[src/rtl/id_stage.sv]
// Decode stage: latches the fetch bundle, resolves operands via EX/MEM/WB bypass or stall,
// resolves LA32R branches/jumps and hands a bundle to execute over valid/allowin.
module id_stage #(
  parameter bit FWD_EN = 1'b1
) (
  input  logic         clk,
  input  logic         resetn,
  input  logic         fs2ds_valid,
  input  logic [64:0]  fs2ds_bus,
  output logic         ds_allowin,
  output logic [32:0]  br_zip,
  output logic         ds2es_valid,
  output logic [128:0] ds2es_bus,
  input  logic         es_allowin,
  output logic [4:0]   rf_raddr1,
  output logic [4:0]   rf_raddr2,
  input  logic [31:0]  rf_rdata1,
  input  logic [31:0]  rf_rdata2,
  input  logic [38:0]  es_fwd,
  input  logic [38:0]  ms_fwd,
  input  logic [37:0]  ws_fwd,
  input  logic         ws_ex,
  input  logic         ertn_flush
);

  localparam int unsigned XLEN = 32;
  localparam int unsigned RW   = 5;

  typedef struct packed {
    logic            blk;
    logic            we;
    logic [RW-1:0]   dest;
    logic [XLEN-1:0] val;
  } fwd_t;

  logic            ds_valid;
  logic            ds_adef;
  logic [XLEN-1:0] ds_pc;
  logic [XLEN-1:0] ds_inst;

  fwd_t es_f, ms_f, ws_f;
  logic [5:0]      op6;
  logic            is_bcc, is_st, src1_used;
  logic            es_hit1, ms_hit1, ws_hit1, es_hit2, ms_hit2, ws_hit2;
  logic            blk1, blk2, ds_ready_go, flush;
  logic [XLEN-1:0] rj_val, rkd_val;
  logic [XLEN-1:0] off16, off26;
  logic            br_cond, br_taken;
  logic [XLEN-1:0] br_target;

  function automatic logic hit(input fwd_t f, input logic [RW-1:0] a);
    return f.we && (f.dest == a) && (a != RW'(0));
  endfunction

  assign es_f = es_fwd;
  assign ms_f = ms_fwd;
  assign ws_f = {1'b0, ws_fwd};

  assign flush = ws_ex | ertn_flush;

  // Decode of register sources
  assign op6       = ds_inst[31:26];
  assign is_bcc    = (op6 >= 6'h16) && (op6 <= 6'h1B);
  assign is_st     = (ds_inst[31:22] == 10'h0A4) || (ds_inst[31:22] == 10'h0A5) ||
                     (ds_inst[31:22] == 10'h0A6);
  assign src1_used = !((op6 == 6'h14) || (op6 == 6'h15) ||
                       (ds_inst[31:25] == 7'h0A) || (ds_inst[31:25] == 7'h0E));
  assign rf_raddr1 = ds_inst[9:5];
  assign rf_raddr2 = (is_bcc || is_st) ? ds_inst[4:0] : ds_inst[14:10];

  assign es_hit1 = hit(es_f, rf_raddr1);
  assign ms_hit1 = hit(ms_f, rf_raddr1);
  assign ws_hit1 = hit(ws_f, rf_raddr1);
  assign es_hit2 = hit(es_f, rf_raddr2);
  assign ms_hit2 = hit(ms_f, rf_raddr2);
  assign ws_hit2 = hit(ws_f, rf_raddr2);

  // Operand select: youngest producer wins; r0 is hard zero
  always_comb begin
    rj_val  = '0;
    rkd_val = '0;
    if (rf_raddr1 != RW'(0)) begin
      if (FWD_EN && es_hit1)      rj_val = es_f.val;
      else if (FWD_EN && ms_hit1) rj_val = ms_f.val;
      else if (FWD_EN && ws_hit1) rj_val = ws_f.val;
      else                        rj_val = rf_rdata1;
    end
    if (rf_raddr2 != RW'(0)) begin
      if (FWD_EN && es_hit2)      rkd_val = es_f.val;
      else if (FWD_EN && ms_hit2) rkd_val = ms_f.val;
      else if (FWD_EN && ws_hit2) rkd_val = ws_f.val;
      else                        rkd_val = rf_rdata2;
    end
  end

  always_comb begin
    if (FWD_EN) begin
      blk1 = (es_hit1 & es_f.blk) | (ms_hit1 & ms_f.blk);
      blk2 = (es_hit2 & es_f.blk) | (ms_hit2 & ms_f.blk);
    end else begin
      blk1 = es_hit1 | ms_hit1 | ws_hit1;
      blk2 = es_hit2 | ms_hit2 | ws_hit2;
    end
  end

  // src2 is treated as always used, so any hazard on it stalls
  assign ds_ready_go = !((src1_used & blk1) | blk2);
  assign ds_allowin  = ~ds_valid | (ds_ready_go & es_allowin);
  assign ds2es_valid = ds_valid & ds_ready_go & ~flush;
  assign ds2es_bus   = {ds_adef, ds_pc, ds_inst, rj_val, rkd_val};

  assign off16 = {{14{ds_inst[25]}}, ds_inst[25:10], 2'b00};
  assign off26 = {{4{ds_inst[9]}}, ds_inst[9:0], ds_inst[25:10], 2'b00};

  always_comb begin
    br_cond   = 1'b0;
    br_target = ds_pc + off16;
    case (op6)
      6'h13:        begin br_cond = 1'b1; br_target = rj_val + off16; end
      6'h14, 6'h15: begin br_cond = 1'b1; br_target = ds_pc + off26; end
      6'h16:        br_cond = (rj_val == rkd_val);
      6'h17:        br_cond = (rj_val != rkd_val);
      6'h18:        br_cond = ($signed(rj_val) <  $signed(rkd_val));
      6'h19:        br_cond = ($signed(rj_val) >= $signed(rkd_val));
      6'h1A:        br_cond = (rj_val <  rkd_val);
      6'h1B:        br_cond = (rj_val >= rkd_val);
      default:      br_cond = 1'b0;
    endcase
  end

  assign br_taken = ds_valid & ds_ready_go & es_allowin & ~flush & ~ds_adef & br_cond;
  assign br_zip   = {br_taken, br_taken ? br_target : XLEN'(0)};

  // A taken branch squashes the sequential bundle fetched alongside it
  always_ff @(posedge clk or negedge resetn) begin
    if (!resetn) begin
      ds_valid <= 1'b0;
      ds_adef  <= 1'b0;
      ds_pc    <= '0;
      ds_inst  <= '0;
    end else if (flush) begin
      ds_valid <= 1'b0;
    end else if (ds_allowin) begin
      ds_valid <= fs2ds_valid & ~br_taken;
      if (fs2ds_valid) {ds_adef, ds_pc, ds_inst} <= fs2ds_bus;
    end
  end

endmodule

[config.mk]
export PLATFORM = sky130hd
export DESIGN_NAME = id_stage
export DESIGN_NICKNAME = d
export VERILOG_FILES = /design/src/rtl/id_stage.sv
export SDC_FILE = /design/constraint.sdc
export NUM_CORES = 1
export LEC_CHECK = 0
export BUFFER_PORTS_ARGS = -buffer_cell sky130_fd_sc_hd__buf_2
export CAP_MARGIN = 20
export CORE_AREA = 2 2 167 169
export DETAILED_ROUTE_END_ITERATION = 6
export DIE_AREA = 0 0 169 171
export PLACE_DENSITY = 0.64
export SYNTH_ARGS = -nofsm -noshare
export SYNTH_HDL_FRONTEND = slang
export SYNTH_SLANG_ARGS = --single-unit
[constraint.sdc]
create_clock -name clk -period 5.08 [get_ports clk]
set_input_delay 0.254 -clock clk [delete_from_list [all_inputs] [get_ports clk]]
set_output_delay 0.254 -clock clk [all_outputs]
set_load 0.005 [all_outputs]
After elaboration in Yosys (flattened, before gate mapping)
Cells that the tools add are included.

$add $sub $neg: 3. $lt $le $gt $ge: 6. Equality and inequality tests: 22. Mux-type cells: 14. Bitwise gates (word level): 22. Reduce and logical (&&, ||, !) cells: 27.

Operators with widths (count): two-way mux 32 bit (9); adder 32 bit (3); >= comparator 32 bit (2); < comparator 32 bit (2); one-hot mux 32 bit (2 select lines) (1); == test 6 x 5 -> 1 bit (second input constant) (9); == test 32 bit (1); != test 32 bit (1); == test 10 x 8 -> 1 bit (second input constant) (3); == test 5 bit (6); == test 7 x 4 -> 1 bit (second input constant) (2); bitwise AND 1 bit (13); logical AND 1 bit (13); nonzero test 5 bit (2); one-hot mux 1 bit (7 select lines) (1); >= comparator 6 x 5 -> 1 bit (second input constant) (1); <= comparator 6 x 5 -> 1 bit (second input constant) (1); logical OR 1 bit (6); two-way mux 5 bit (1); bitwise OR 1 bit (5); inverter 1 bit (4); AND reduction 3 bit (1); OR reduction 3 bit (1); logical NOT 1 bit (2); 3 further kinds (4).

Register bits after elaboration: 66. Input port bits: 251. Output and inout port bits: 174. Logic and storage cells: 98.

Logic depth before layout (Yosys ltp)
Depth in word-level cells: 21. Depth in mapped cells: 25. Mapped depth without buffers: 19.

Least setup slack after synthesis
OpenSTA, ideal clock, no wires.

Path kind: register to output. From: reg ds_inst[25]. To: out br_zip[15]. Arrival: 5345 ps. Required time: 4826 ps. Path slack: -519 ps. Stages on the path, launching flop included: 25. Buffers on the path: 5. Path through: dfrtp_1 clkbuf_1 nor3_1 and3_1 buf_4 o21ai_2 a21oi_1 or4_4 nor4_4 buf_6 buf_8 mux2i_1 o21ai_2 a22oi_1 ha_1 a21oi_1 nor2_1 o41ai_1 o211ai_1 a21boi_0 a211o_1 o31ai_1 nand4_1 buf_2 a211oi_1.

Word-level cells in the longest chain between the ends: 18. Elaborated cells on any way between the ends: 45. Classes of those cells: order compare (4); eq/ne (10); mux (7); bitwise (10); reduce/logical (14).

Ends and longest elaborated chain: start: declaration (line 39) `logic [XLEN-1:0] ds_inst;`; start signal: assignment (line 145) `if (fs2ds_valid) {ds_adef, ds_pc, ds_inst} <= fs2ds_bus;`; parallel branches: the longest is 16 deep, another holds two-way mux 32 bit; bitwise AND 1 bit * (line 131) `assign br_taken = ds_valid & ds_ready_go & es_allowin & ~flush & ~ds_adef & br_cond;`; two-way mux 32 bit * (line 132) `assign br_zip = {br_taken, br_taken ? br_target : XLEN'(0)};`; end: declaration (line 11) `output logic [32:0] br_zip,`.

Every way passes the cells marked *.

Final worst setup path
From: reg ds_inst[29]. To: out br_zip[30].

Word-level cells in the longest chain between the ends: 18. Elaborated cells on any way between the ends: 61. Classes of those cells: order compare (6); eq/ne (19); mux (8); bitwise (10); reduce/logical (18).

Ends and longest elaborated chain (line): parallel branches: the longest is 17 deep, another holds >= comparator 32 bit; two-way mux 32 bit * (132).

Marked as above.

==> impl_metrics.env <==
export IMPL_layout_min_cycle_time_ns=6.13
export IMPL_cp_required_ns=4.83
export IMPL_cts_sinks=66
export IMPL_syn_to_final_growth_pct=53.0
export IMPL_status="complete, but fails checks"
export IMPL_yosys_top_cells_area="dfrtp_1, ha_1, mux2i_1"
export IMPL_synth_top_area_share_pct=16.4
export IMPL_firstDrtPassIters=5
export IMPL_wl_met1_um=19600
export IMPL_synth_xor_area_share_pct=5.64
export IMPL_vias=12800
export IMPL_async_flop_share_pct=100
export IMPL_cts_tree="done"
export IMPL_min_period_over_period_pct=121
export IMPL_synth_edf_count=0
export IMPL_synth_area_mux_share_pct=13.5
export IMPL_syn_avg_cell_area_um2=7.89
export IMPL_cp_data_arrival_time_ns=5.88
export IMPL_track_usage_pct=31.0
export IMPL_dp_hpwl_um=37900
export IMPL_cp_slowest_cell="dfrtp_1"
export IMPL_synth_seq_cells=66
export IMPL_drive_gt1_share_pct=43.8
export IMPL_initial_core_util_pct=36.9
export IMPL_max_cap_viol_count=0
export IMPL_hold_ws_ns=0.0980
export IMPL_synth_fa_ha_area_share_pct=11.6
export IMPL_synth_compound_area_share_pct=30.0
export IMPL_hold_class="in2async"
export IMPL_synth_ff_type="dfrtp_1"
export IMPL_dieHeight_um=171
export IMPL_final_util_pct=56.5
export IMPL_worstMarginPinSlew_ns=0.918
export IMPL_grt_max_degree=67
export IMPL_path_common_cell="buf_6"
export IMPL_worstSetupEndpointType="primary output"
export IMPL_drt_total_wl_um=46700
export IMPL_cts_inserted_buffers=9
export IMPL_timing_final_ws_setup_ns=-1.05
export IMPL_grt_pass1_vias=12400
export IMPL_die_x_um=169
export IMPL_drtAntennaViolNets=0
export IMPL_p_per_area_mw_per_mm2=325
export IMPL_pre_cts_ws_ns=-0.793
export IMPL_timing_final_hold_violations=0
export IMPL_slew_headroom_pct=38.7
export IMPL_yosysSeqAreaShare_pct=16.4
export IMPL_cp_start_kind="register"
export IMPL_finalSetupViolations=35
export IMPL_clock_latency_ns=0.36
export IMPL_crit_type="reg2out"
export IMPL_wl_met2_um=21800
export IMPL_dieArea_mm2=0.0289
export IMPL_synthesis_nets=1623
export IMPL_synth_warnings=0
export IMPL_num_io_pins=425
export IMPL_yosysUniqueCellTypes=80
export IMPL_gr_total_overflow=0
export IMPL_core_area_mm2=0.0273
export IMPL_drt_wirelength_per_cell_um=20.5
export IMPL_drc=0
export IMPL_cts_reportedPaths_clkPinSlew_ns=0.07
export IMPL_io_buffers=424
export IMPL_worstPathMaxFanout=7
export IMPL_synth_top_family_by_area="compound AO/OA/AOI/OAI gates"
export IMPL_nets=2263
export IMPL_slowest_delay_ns=0.40
export IMPL_top_layer="met4"
export IMPL_crit_family="compound AO/OA/AOI/OAI gates"
export IMPL_htreeDepth=3
export IMPL_cts_buffer_depth=2
export IMPL_netlist_instances=1280
export IMPL_synth_area_mm2=0.0101
export IMPL_dr_first_iter_drc_count=770
export IMPL_grt_pass1_wl_um=69200
export IMPL_synth_common_cells="nor2_1, a21oi_1, nand2_1, ha_1, dfrtp_1"
export IMPL_rsz0062_at_grt="true"
export IMPL_yosys_area_share_simple_pct=17.9
export IMPL_grt_antenna_before_repair=6
export IMPL_fmax_mhz=163
export IMPL_violations="negative setup slack"
export IMPL_drt_vias_per_instance=5.61
export IMPL_cellLeakagePower_nw=7.67
export IMPL_synth_most_common_cell="nor2_1"
export IMPL_fin_worst_skew_ns=0.0163
export IMPL_gp_congestion=0.933
export IMPL_wl_met3_um=3400
export IMPL_max_vdd_ir_drop_v=0.000293
export IMPL_yosys_area_top_type="dfrtp_1"
export IMPL_final_max_slew_viol_count=0
export IMPL_clockRootBuffer="clkbuf_16"
export IMPL_rows=61
export IMPL_crit_buf_inv=11
[metrics by stage]
step | area, um2 | cells | setup TNS, ns | power (mW)
after floorplan | 10200 | 1280 | -3.64 | 2.77
after CTS | 15200 | 2265 | -34.54 | 4.92
final | 15400 | 2276 | -33.77 | 5.01
after detailed placement | 14300 | 2205 | -22.24 | 4.15
after global routing | 15400 | 2275 | -43.34 | 5.41
after global placement | 14300 | 2205 | -18.53 | 4.12
[cell usage in the layout, fill, tap and decap left out, drive strengths merged, types with 43 or more instances in the layout]
cell type,n
o21ai,73
a211oi,54
mux2i,62
nand2,91
a21o,43
a21oi,124
buf,715
ha,90
dfrtp,66
nor2,134
mux2,66
[layout make-up]
type | instances | area [um2]
Antenna cell | 5 | 12.5
Clock buffer | 9 | 225
Clock inverter | 7 | 53.8
Fill cell | 2635 | 11900
Inverter | 20 | 75.1
Multi-Input combinational cell | 1108 | 8380
Sequential cell | 66 | 1650
Tap cell | 346 | 433
Timing Repair Buffer | 715 | 4610
[what timing repair did]
action,in CTS,in global routing
gates cloned,3,0
pin swaps,34,19
resized for setup,68,33
hold buffers,0,0
endpoints found under the setup margin,34,35
setup buffers,41,6
[sequential cells by signal (all words and copies together) (netlist names)]
signal	count
ds_valid	1
ds_inst	32
ds_adef	1
ds_pc	32
[worst reg2reg max path: stages, from the launching register on]
cell and delay [ns]:
dfrtp_1 0.40, and4bb_2 0.29, and3_4 0.19, buf_6 0.12
o21ai_4 0.15, buf_6 0.12, a21oi_2 0.04, or4_4 0.54
nor4_4 0.15, buf_6 0.15, buf_12 0.14, buf_12 0.14
buf_12 0.11, mux2i_1 0.17, o21ai_1 0.11, a22oi_1 0.18
ha_1 0.28, a21oi_1 0.16, o21ai_1 0.10, a221oi_2 0.25
o211ai_1 0.23, buf_4 0.20, a211oi_2 0.22, o221a_2 0.26
o31ai_4 0.08, buf_4 0.15, a41o_1 0.17, a21boi_1 0.11
[path summary, 6_finish.rpt]
path | start | endpoint | slack [ns] | cells after the start
min in group clk | fs2ds_bus[30] | ds_inst[30]$_DFFE_PN0P_ | 0.10 | 2
min | resetn | ds_inst[14]$_DFFE_PN0P_ | 0.1 | 2
max reg2reg | ds_inst[29]$_DFFE_PN0P_ | ds_valid$_DFFE_PN0P_ | -0.21 | 27
min reg2reg | ds_pc[10]$_DFFE_PN0P_ | ds_pc[10]$_DFFE_PN0P_ | 0.52 | 1
max in group asynchronous | resetn | ds_inst[25]$_DFFE_PN0P_ | 4.36 | 2
max | ds_inst[29]$_DFFE_PN0P_ | br_zip[30] | -1.05 | 28
[where the power goes]
part           internal [mW]  leakage (nW)  switching, mW  total, mW
clock network          0.333         0.128          0.277      0.611
registers              0.631         0.782          0.109      0.741
logic                   1.72          6.76           1.94       3.66
total                   2.69          7.67           2.32       5.01
[layer usage]
metal,up-vias,global-route usage [%]
met1,5968,38.7
met5,-,0
met2,559,52.0
li1,6127,-
met3,117,5.67
met4,0,14.7
[cells by family (layout without fill, tap and decap cells)]
| family | Yosys count | count (layout) |
|---|---|---|
| and+or+nand+nor | 376 | 376 |
| DFF | 66 | 66 |
| AOI/OAI and AO/OA | 447 | 447 |
| adders and majority gates | 92 | 92 |
| other | 0 | 5 |
| buffers and inverters | 106 | 751 |
| muxes | 128 | 128 |
| xor gates and xnor gates | 65 | 65 |
(Power assumes the default switching activity.)
